### config.mk
export PLATFORM = sky130hd
export DESIGN_NAME = tt_um_islam_ihfaz_counter_ctrl
export DESIGN_NICKNAME = d
export VERILOG_FILES = /design/src/rtl/tt_um_islam_ihfaz_counter_ctrl.sv
export SDC_FILE = /design/constraint.sdc
export NUM_CORES = 1
export LEC_CHECK = 0
export CORE_UTILIZATION = 45
export DETAILED_ROUTE_END_ITERATION = 8
export PLACE_DENSITY = 0.79
export SLEW_MARGIN = 20
export SYNTH_ARGS = -nofsm -noshare
export SYNTH_HDL_FRONTEND = slang
export SYNTH_SLANG_ARGS = --single-unit
### constraint.sdc
create_clock -name clk -period 2.2 [get_ports clk]
set_input_delay 0.33 -clock clk [delete_from_list [all_inputs] [get_ports clk]]
set_output_delay 0.33 -clock clk [all_outputs]
set_load 0.02 [all_outputs]
### src/rtl/tt_um_islam_ihfaz_counter_ctrl.sv
// rtl/tt_um_islam_ihfaz_counter_ctrl.sv - programmable up/down tick counter with start/stop/pause control
//
// Ports:
//   clk      - single clock for all state
//   rst_n    - asynchronous active-low reset
//   ena      - power-good indication, not used by the logic
//   ui_in    - [0] start, [1] stop, [2] wr_lim_lo, [3] wr_lim_hi, [4] wr_presc,
//              [5] dir (0 up / 1 down), [6] auto_reload, [7] unused
//   uio_in   - [3:0] configuration data nibble, [7:4] unused
//   uo_out   - count[7:0]
//   uio_out  - [3:0] 0, [4] running, [5] done_pulse, [6] done_flag, [7] tick
//   uio_oe   - constant 8'hF0 (upper nibble of uio is output)

module tt_um_islam_ihfaz_counter_ctrl (
    input  logic       clk,
    input  logic       rst_n,
    input  logic       ena,
    input  logic [7:0] ui_in,
    input  logic [7:0] uio_in,
    output logic [7:0] uo_out,
    output logic [7:0] uio_out,
    output logic [7:0] uio_oe
);

    typedef enum logic [1:0] {
        IDLE   = 2'd0,
        RUN    = 2'd1,
        PAUSED = 2'd2,
        DONE   = 2'd3
    } state_t;

    // ------------------------------------------------------------------
    // Input synchronizers and edge detection
    // ------------------------------------------------------------------
    logic [6:0] ui_s1;
    logic [6:0] ui_s2;
    logic [3:0] data_s1;
    logic [3:0] data_s2;
    logic [4:0] edge_prev;      // previous synchronized value of the strobe bits

    always_ff @(posedge clk or negedge rst_n) begin
        if (!rst_n) begin
            ui_s1     <= '0;
            ui_s2     <= '0;
            data_s1   <= '0;
            data_s2   <= '0;
            edge_prev <= '0;
        end else begin
            ui_s1     <= ui_in[6:0];
            ui_s2     <= ui_s1;
            data_s1   <= uio_in[3:0];
            data_s2   <= data_s1;
            edge_prev <= ui_s2[4:0];
        end
    end

    // Rising-edge pulses are combinational off the second sync stage, so an
    // input rise captured at edge k is acted on at edge k+2.
    logic [4:0] rise;
    assign rise = ui_s2[4:0] & ~edge_prev;

    logic start_p;
    logic stop_p;
    logic wr_lim_lo_p;
    logic wr_lim_hi_p;
    logic wr_presc_p;
    logic dir;
    logic auto_reload;

    assign start_p     = rise[0];
    assign stop_p      = rise[1];
    assign wr_lim_lo_p = rise[2];
    assign wr_lim_hi_p = rise[3];
    assign wr_presc_p  = rise[4];
    assign dir         = ui_s2[5];
    assign auto_reload = ui_s2[6];

    // ------------------------------------------------------------------
    // Control state
    // ------------------------------------------------------------------
    state_t     state;
    state_t     state_n;
    logic [7:0] count;
    logic [7:0] count_n;
    logic [7:0] limit;
    logic [7:0] limit_n;
    logic [3:0] presc;
    logic [3:0] presc_n;
    logic [3:0] pcnt;
    logic [3:0] pcnt_n;
    logic       tick;
    logic       done_ev;

    logic       running_q;
    logic       done_pulse_q;
    logic       done_flag_q;
    logic       tick_q;

    // Terminal and reload values follow dir as sampled now, so a direction
    // change mid-run takes effect at the next tick without reloading count.
    logic [7:0] terminal;
    logic [7:0] reload;
    assign terminal = dir ? 8'h00 : limit;
    assign reload   = dir ? limit : 8'h00;

    always_comb begin
        state_n = state;
        count_n = count;
        limit_n = limit;
        presc_n = presc;
        pcnt_n  = pcnt;
        tick    = 1'b0;
        done_ev = 1'b0;

        // Configuration writes are accepted whenever the counter is not running.
        if (state != RUN) begin
            if (wr_lim_lo_p) limit_n[3:0] = data_s2;
            if (wr_lim_hi_p) limit_n[7:4] = data_s2;
            if (wr_presc_p)  presc_n      = data_s2;
        end

        case (state)
            IDLE: begin
                // stop outranks start; in IDLE a stop simply keeps us here
                if (!stop_p && start_p) begin
                    state_n = RUN;
                    count_n = reload;
                    pcnt_n  = 4'd0;
                end
            end

            RUN: begin
                if (stop_p) begin
                    // Pausing freezes both count and prescaler phase, even if
                    // a tick would have fired on this edge.
                    state_n = PAUSED;
                end else if (pcnt == presc) begin
                    tick   = 1'b1;
                    pcnt_n = 4'd0;
                    if (count == terminal) begin
                        done_ev = 1'b1;
                        if (auto_reload) begin
                            count_n = reload;
                        end else begin
                            state_n = DONE;
                        end
                    end else begin
                        count_n = dir ? (count - 8'd1) : (count + 8'd1);
                    end
                end else begin
                    pcnt_n = pcnt + 4'd1;
                end
            end

            PAUSED: begin
                if (stop_p) begin
                    state_n = IDLE;
                    count_n = 8'h00;
                    pcnt_n  = 4'd0;
                end else if (start_p) begin
                    state_n = RUN;          // resume without reload
                end
            end

            DONE: begin
                if (stop_p) begin
                    state_n = IDLE;
                    count_n = 8'h00;
                    pcnt_n  = 4'd0;
                end else if (start_p) begin
                    state_n = RUN;
                    count_n = reload;
                    pcnt_n  = 4'd0;
                end
            end

            default: begin
                state_n = IDLE;
                count_n = 8'h00;
                pcnt_n  = 4'd0;
            end
        endcase
    end

    always_ff @(posedge clk or negedge rst_n) begin
        if (!rst_n) begin
            state <= IDLE;
            count <= 8'h00;
            limit <= 8'h0F;
            presc <= 4'd0;
            pcnt  <= 4'd0;
        end else begin
            state <= state_n;
            count <= count_n;
            limit <= limit_n;
            presc <= presc_n;
            pcnt  <= pcnt_n;
        end
    end

    // Status outputs are registered from next-state values so they line up
    // with the count value produced on the same edge.
    always_ff @(posedge clk or negedge rst_n) begin
        if (!rst_n) begin
            running_q    <= 1'b0;
            done_pulse_q <= 1'b0;
            done_flag_q  <= 1'b0;
            tick_q       <= 1'b0;
        end else begin
            running_q    <= (state_n == RUN);
            done_pulse_q <= done_ev;
            done_flag_q  <= (state_n == DONE);
            tick_q       <= tick;
        end
    end

    assign uo_out  = count;
    assign uio_out = {tick_q, done_flag_q, done_pulse_q, running_q, 4'b0000};
    assign uio_oe  = 8'hF0;

    logic unused_inputs;
    assign unused_inputs = &{1'b0, ena, ui_in[7], uio_in[7:4]};

endmodule

-- Yosys cells after proc, flatten, opt, wreduce, memory -nomap -nowiden
Index checks and enable logic that the tools add are counted.
- eq/ne operators: 14
- reduce and logical (&&, ||, !) cells: 9
- bitwise logic cells: 2
- add/sub/neg operators: 3
- mux-type cells: 34
- operators by type and width (operator ; count):
    8-bit 2-to-1 mux ; 11
    8-bit one-hot mux with 4 select lines ; 1
    4-bit 2-to-1 mux ; 6
    4-bit one-hot mux with 4 select lines ; 1
    2-bit 2-to-1 mux ; 7
    8-bit by 1-bit adder with 8-bit output, second input constant ; 1
    8-bit == test ; 1
    2-bit != test, second input constant ; 4
    8-bit by 1-bit subtractor with 8-bit output, second input constant ; 1
    1-bit 2-to-1 mux ; 7
    2-bit == test, second input constant ; 3
    3-bit != test, second input constant ; 2
    2-bit one-hot mux with 3 select lines ; 1
    2-bit AND reduction ; 3
    6-bit AND reduction ; 1
    5-bit AND ; 1
    5-bit inverter ; 1
    4-bit by 1-bit adder with 4-bit output, second input constant ; 1
    2-bit by 1-bit == test with 1-bit output, second input constant ; 2
    4-bit == test ; 1
    4-bit AND reduction ; 1
    2-bit logical NOT ; 1
    2-bit by 1-bit != test with 1-bit output, second input constant ; 1
    2-bit OR reduction ; 1
    2 further kinds ; 2
- input bits: 19
- logic and storage cells: 77
- output and inout port bits: 24
- flip-flop bits (word level): 57

-- Logic depth before layout (Yosys ltp)
Gate-level depths: netlist of run 1.
- depth after elaboration: 7
- depth in mapped cells: 8

-- Least setup slack after synthesis of run 1
Ideal clock, no wire load.
- path kind: reg2reg
- start point: register count[0] (netlist: uo_out[0])
- end point: register count[6] (netlist: uo_out[6])
- slack: 83 ps
- buffers on the path: 0
- arrival time: 2040 ps
- required time: 2123 ps
- stages on the path, launching flop included: 9
- clock period less this slack: 2117 ps
- library setup time: 77 ps
- path through: dfrtp_1 > inv_1 > fa_1 > nor2b_1 > o21ai_0 > a2111oi_0 > a311oi_1 > o32a_1 > a21oi_1
- longest elaborated chain between the ends: 6
- elaborated cells between the ends (all ways): 10
- RTL lines (item ; RTL line ; source):
    from (decl) ; 83 ; logic [7:0] count;
    from (signal assigned) ; 194 ; count <= count_n;
    8-bit by 1-bit adder with 8-bit output or 8-bit by 1-bit subtractor with 8-bit output (tied branches) ; 148 ; count_n = dir ? (count - 8'd1) : (count + 8'd1);
    8-bit 2-to-1 mux ; 148 ;
    8-bit 2-to-1 mux ; 140 ; if (count == terminal) begin
    8-bit 2-to-1 mux ; 137 ; end else if (pcnt == presc) begin
    8-bit 2-to-1 mux ; 133 ; if (stop_p) begin
    8-bit one-hot mux with 4 select lines ; 122 ; case (state)
Several ways; a longest one is shown, not always the timed one. The select of a mux whose other input is x is not followed.
A chain may end at the register's enable or synchronous reset.

-- Worst setup path after layout of run 1
- start point: register ui_s2[5]
- end point: register count[0] (netlist: uo_out[0])
- longest elaborated chain between the ends: 6
- elaborated cells between the ends (all ways): 14
- RTL lines (item ; RTL line ; source):
    from (decl) ; 36 ; logic [6:0] ui_s2;
    from (signal assigned) ; 50 ; ui_s2 <= ui_s1;
    8-bit 2-to-1 mux (on tied branches) ; 103, 104 ;
    8-bit == test or 8-bit 2-to-1 mux (tied branches) ; 140, 142 ;
    8-bit 2-to-1 mux ; 140 ;
    8-bit 2-to-1 mux ; 137 ;
    8-bit 2-to-1 mux ; 133 ;
    8-bit one-hot mux with 4 select lines ; 122 ;
Several ways; a longest one is shown, not always the timed one. The select of a mux whose other input is x is not followed.

==> metrics.txt, run 1 <==
status finished clean; IO Port Bufs 24; clock root buffer clkbuf_8; clock slew at reported path FFs approximately 0.070 ns; Max Cap Viol 0; commonest non-fill, non-tap cells in the layout dfrtp_1, clkdlybuf4s50_1, nor2_1, buf_4, nand2_1; P&R area growth vs syn 26.8%; pwr/cell area ~1200 nW/um^2; Post-Route WL 5380 um; CTS sink count 57; Initial Utilization between 40% and 50%; Vias 2015; r2r worst-path depth 8; clk_lat worst skew ~0.34 ns; switching pwr 1.54 mW; Die H 80.8 um; worst path required time 2.43 ns; setup tns final 0 ns; diodes inserted 0; pin count of the biggest net entering global routing 35; total power 4.28 mW; layout cells sized above 1 24.4%; Critical Path Source ui_s2[5]$_DFF_PN0_; leading post-synthesis cells by cell area dfrtp_1, buf_4, dfstp_2; CP Launch Type flip-flop; max-slew violations 0; max_slew headroom between 40 and 50%; final core utilization 59.5%; CTS tree yes; reg2reg end uo_out[0]$_DFFE_PN0P_; register area share after synthesis 51.2%; Yosys top cell area share 47.4%; vias per cell 5.27; post-route cell area 3550 um^2; DRC 0; Num CTS Buffers 9; critical path class reg -> reg; Starting DRT DRC Count 189; DPL Wire Length 3790 um; share of power burned in registers about a third; Post-DP Area 3110 um^2; RR Startpoint ui_s2[5]$_DFF_PN0_; P_leak 1.51 nW; Post-Syn Area per Cell 11.1 um^2; Syn Inst Count 253; clock skew about 0.0066 ns; Final Critical Period 2.18 ns; Yosys reg bits 57; commonest non-fill, non-tap cell in the layout dfrtp_1; antenna violations before repair 0; internal reg-to-reg setup slack 0.02 ns; Combinational Power Share 40.1%; Syn. warnings 0; Mapped Area 2800 um^2; Worst Max-Slew Pin Slew 0.764 ns; Worst Hold Slack 0.348 ns; Hold Path End data_s2[0]$_DFF_PN0_; die area 6530 um^2; HP Start data_s1[0]$_DFF_PN0_; switch share 35.9%; final hold viol count 0; clock power share 25.7%; core area 5960 um^2; global-route wire length before repair 8670 um; Placer Congestion 0.911; gr usage total 18.2%; WL/cell between 10 and 15 um; maximum clock insertion buffer count 2; maximum VDD drop 0.866 mV; vias in the first global route 1816; Internal Power between 2 and 3 mW; CP Data Arrival Time approximately 2.4 ns; RSZ-0062 raised after global routing yes; I/O pins 43; fmax roughly 460 MHz; hold path depth 0; CP Max Fanout 7; Crit. End Element flip-flop; row count 28; gr ovfl total 0; hold crit path type reg -> reg; Synth area leader dfrtp_1; Final ANT Viol Nets 0; CTS HTree Levels 3; Final #Nets 329; Tcrit/Tclk final 99.2%; fillers around 500; Yosys cell types 47; final setup fails 0; Die Span X 80.8 um; Detailed Routing Iterations Pass 1 4
metal layers:
| layer | track usage (%) | up-vias | wire [um] | share of wire [%] |
|---|---|---|---|---|
| li1 | - | 974 | - | - |
| met4 | 10.4 | 0 | 107 | 2.0 |
| met3 | 4.16 | 11 | 229 | 4.3 |
| met2 | 28.2 | 56 | 2700 | 50 |
| met1 | 23.4 | 974 | 2340 | 44 |
| met5 | 0 | - | 0 | 0 |
sequential cells by signal (all words and copies together) (netlist names):
name	flops
running_q	1
uo_out	8
pcnt	4
done_flag_q	1
ui_s1	7
presc	4
done_pulse_q	1
edge_prev	5
state	2
data_s1	4
data_s2	4
limit	8
tick_q	1
ui_s2	7
worst max-delay path, stage by stage (launching register included):
cell,delay [ns]
dfrtp_2,0.46
buf_6,0.15
nand4bb_1,0.17
o22a_1,0.25
a32oi_4,0.37
buf_4,0.19
a2111o_1,0.12
nand3_1,0.08
mux2_4,0.26
layout make-up:
| type | instances | area [um^2] | area share [%] |
|---|---|---|---|
| Sequential cell | 57 | 1430 | 40.4 |
| Clock buffer | 10 | 138 | 3.88 |
| Multi-Input combinational cell | 172 | 1280 | 36.2 |
| Tap cell | 75 | 93.8 | 2.65 |
| Timing Repair Buffer | 47 | 447 | 12.6 |
| Clock inverter | 6 | 91.3 | 2.58 |
| Inverter | 15 | 58.8 | 1.66 |
timing repair:
item,in CTS,in global routing
gates resized for setup,0,22
setup buffers,2,8
setup endpoints to repair,3,8
hold buffers,1,0
hold endpoints to repair,19,0
pin swaps,1,18
worst max path at each step:
stage,cells after the start,to,slack [ns]
floorplan,8,uo_out[6]$_DFFE_PN0P_,0.08
global placement,7,uo_out[7]$_DFFE_PN0P_,0.06
detailed placement,7,uo_out[7]$_DFFE_PN0P_,-0.01
CTS,8,uo_out[7]$_DFFE_PN0P_,0.006
global route,8,uo_out[1]$_DFFE_PN0P_,-0.04
finish,8,uo_out[0]$_DFFE_PN0P_,0.02
synthesized netlist by cell type (all sizes together):
| library cell | count |
|---|---|
| a22o | 1 |
| a31oi | 3 |
| o32ai | 1 |
| mux2 | 9 |
| a221oi | 1 |
| o22a | 2 |
| nand4 | 7 |
| xor2 | 5 |
| nor2b | 2 |
| and2 | 2 |
| a21oi | 15 |
| a311oi | 1 |
| inv | 15 |
| o21ai | 16 |
| a2111oi | 1 |
| ha | 7 |
| a2111o | 1 |
| a21o | 2 |
| nand3 | 8 |
| nor2 | 22 |
| o211ai | 1 |
| buf | 18 |
| nand2 | 16 |
| a32oi | 2 |
| dfrtp | 53 |
| conb | 2 |
| o221ai | 2 |
| nand4bb | 2 |
| and3 | 1 |
| dfstp | 4 |
| nor3 | 4 |
| o32a | 5 |
| nor3b | 3 |
| nand4b | 1 |
| fa | 1 |
| nand3b | 2 |
| clkbuf | 1 |
| nand2b | 4 |
| mux2i | 1 |
| xnor2 | 8 |
| o41a | 1 |
cells by family after synthesis:
group / synth area share (%)
AO/OA/AOI/OAI: 14.8
adder cells (fa/ha/maj): 3.85
buffers and inverters: 7.61
multiplexers: 4.25
XOR/XNOR: 4.07
flip-flops: 51.2
AND/OR/NAND/NOR: 14.0
other: 0.269
stage by stage:
step / worst slack [ns] / instances
final: 0.0183 / 382
after global routing: -0.0392 / 382
after CTS: 0.00597 / 374
after detailed placement: -0.0132 / 355
after global placement: 0.0593 / 355
after floorplan: 0.0828 / 263
power groups by stage:
stage          clock network [mW]  registers, mW  logic (mW)
2_1_floorplan                   0           1.52       0.944
3_3_place_gp                    0           1.46        1.42
3_5_place_dp                    0           1.47        1.46
4_1_cts                      1.12           1.46        1.49
5_1_grt                      1.17           1.49        1.87
6_report                     1.10           1.47        1.72
Note: power is estimated with default switching activity, not from simulation.
==> run 2, diff against run 1 <==
--- a/config.mk
+++ b/config.mk
@@ -8,6 +8,7 @@
 export CORE_UTILIZATION = 45
 export DETAILED_ROUTE_END_ITERATION = 8
 export PLACE_DENSITY = 0.79
+export SETUP_SLACK_MARGIN = 0.5
 export SLEW_MARGIN = 20
 export SYNTH_ARGS = -nofsm -noshare
 export SYNTH_HDL_FRONTEND = slang
==> metrics.txt, run 2 (synthesized netlist as in run 1, its figures left out) <==
status finished clean; gr ovfl total 0; CP dominant cell by count buf_6; switching pwr roughly 1.6 mW; P_leak 1.62 nW; IO Port Bufs 24; Final Critical Period 2.19 ns; maximum VDD drop 0.696 mV; I/O pins 43; Starting DRT DRC Count 131; Internal Power approximately 2.8 mW; maximum clock insertion buffer count 2; DPL Wire Length 3760 um; layout cells sized above 1 32.6%; Final #Nets 344; row count 28; register area 1440 um^2; pin count of the biggest net entering global routing 39; share of power burned in registers 33.2%; Post-Route WL 5970 um; Detailed Routing Iterations Pass 1 4; CP Max Fanout 7; Placer Congestion 0.867; clock root buffer clkbuf_8; worst path cell trace buf_6 > nand4bb_1 > o22a_1 > a32oi_4 > buf_6 > a21o_2 > o32ai_2 > mux2_4; diodes inserted 0; top cell family by delay on the critical path compound AO/OA/AOI/OAI gates; Tcrit/Tclk final 99.6%; max-slew violations 0; DRC 0; Initial Utilization a little under half; Worst path max stage delay between 0.4 and 0.5 ns; Vias 2172; Worst Hold Slack approximately 0.35 ns; fmax 456 MHz; hold crit path type reg -> reg; Die H 80.8 um; die area 6530 um^2; CP Launch Type flip-flop; critical path class reg -> reg; Combinational Power Share 41.9%; gr usage total between 20% and 30%; clk_lat worst skew ~0.34 ns; final hold viol count 0; core area 5960 um^2; pwr/cell area 1190 nW/um^2; RSZ-0062 raised after global routing yes; Buf/Inv on CP 2; Num CTS Buffers 9; worst path required time 2.43 ns; Die Span X ~81 um; commonest non-fill, non-tap cells in the layout dfrtp_1, buf_4, nor2_1, nand2_1, clkdlybuf4s50_1; vias in the first global route 2066; commonest non-fill, non-tap cell in the layout dfrtp_1; Crit. End Element flip-flop; switch share a little under two fifths; antenna violations before repair 0; P&R area growth vs syn 32.9%; global-route wire length before repair 9500 um; CP Data Arrival Time 2.42 ns; CTS sink count 57; Critical-path top delay cell dfrtp_2; Multi-input gate area 1350 um^2; WL/cell 15.0 um; clock skew 0.00733 ns; Post-DP Area approximately 3100 um^2; CTS tree yes; Final ANT Viol Nets 0; total power 4.42 mW; post-route cell area 3720 um^2; final core utilization 62.4%; final setup fails 0; clock slew at reported path FFs about 0.07 ns; CTS HTree Levels 3; Max Cap Viol 0; vias per cell roughly 5.5; clock power share roughly 25%; fillers between 400 and 500
## run 2: cell count changes in the layout (fill, tap and decap cells not counted), sizes merged
cell           delta
inv               +2
clkbuf            -1
clkinvlp          -1
buf              +15
dlygate4sd2       +7
clkdlybuf4s50     -8
dlymetal6s2s      +1
## run 2: final cells by class
type                            instances  area share [%]
Timing Repair Buffer                   62            14.9
Multi-Input combinational cell        172            36.2
Tap cell                               75            2.52
Sequential cell                        57            38.7
Clock buffer                            9            3.33
Clock inverter                          7            2.73
Inverter                               15            1.51
## run 2: worst register-to-register path, cell delays in order (launching register included)
cell	delay [ns]
dfrtp_2	0.46
buf_6	0.14
nand4bb_1	0.16
o22a_1	0.24
a32oi_4	0.28
buf_6	0.17
a21o_2	0.21
o32ai_2	0.13
mux2_4	0.27
## run 2: worst paths after layout
| kind | start | end | slack (ns) | cells after the start |
|---|---|---|---|---|
| min in group asynchronous | rst_n | data_s1[2]$_DFF_PN0_ | 0.47 | 2 |
| hold / removal | ui_s1[1]$_DFF_PN0_ | ui_s2[1]$_DFF_PN0_ | 0.35 | 0 |
| setup / recovery | ui_s2[5]$_DFF_PN0_ | uo_out[1]$_DFFE_PN0P_ | 0.009 | 8 |
| max in group asynchronous | rst_n | limit[3]$_DFFE_PN1P_ | 1.12 | 3 |
| setup reg to reg | ui_s2[5]$_DFF_PN0_ | uo_out[1]$_DFFE_PN0P_ | 0.009 | 8 |
| hold reg to reg | ui_s1[1]$_DFF_PN0_ | ui_s2[1]$_DFF_PN0_ | 0.35 | 0 |
## run 2: per-stage QoR
stage	TNS [ns]	instances	setup WS, ns
5_1_grt	-0.188	397	-0.0578
3_5_place_dp	0	357	0.0255
6_report	0	397	0.00869
2_1_floorplan	0	263	0.163
3_3_place_gp	0	357	0.0700
4_1_cts	0	386	0.0781
## run 2: routing by layer
layer	track usage, %	up-vias	wire length (um)
met4	10.7	0	189
li1	-	1005	-
met1	22.5	1073	2390
met2	33.4	76	3090
met5	0	-	0
met3	7.75	18	305
## run 2: repair_timing
action | 4_1_cts | 5_1_grt
resized for setup | 26 | 20
endpoints found under the setup margin | 30 | 20
setup buffers | 12 | 11
endpoints found under the hold margin | 18 | 0
pin swaps | 15 | 4
hold buffers | 1 | 0
## run 2: power by group through the flow
stage | sequential [mW] | clock, mW | combinational [mW]
5_1_grt | 1.49 | 1.18 | 2.01
6_report | 1.46 | 1.10 | 1.85
3_3_place_gp | 1.47 | 0 | 1.44
2_1_floorplan | 1.54 | 0 | 0.952
4_1_cts | 1.47 | 1.12 | 1.61
3_5_place_dp | 1.48 | 0 | 1.49
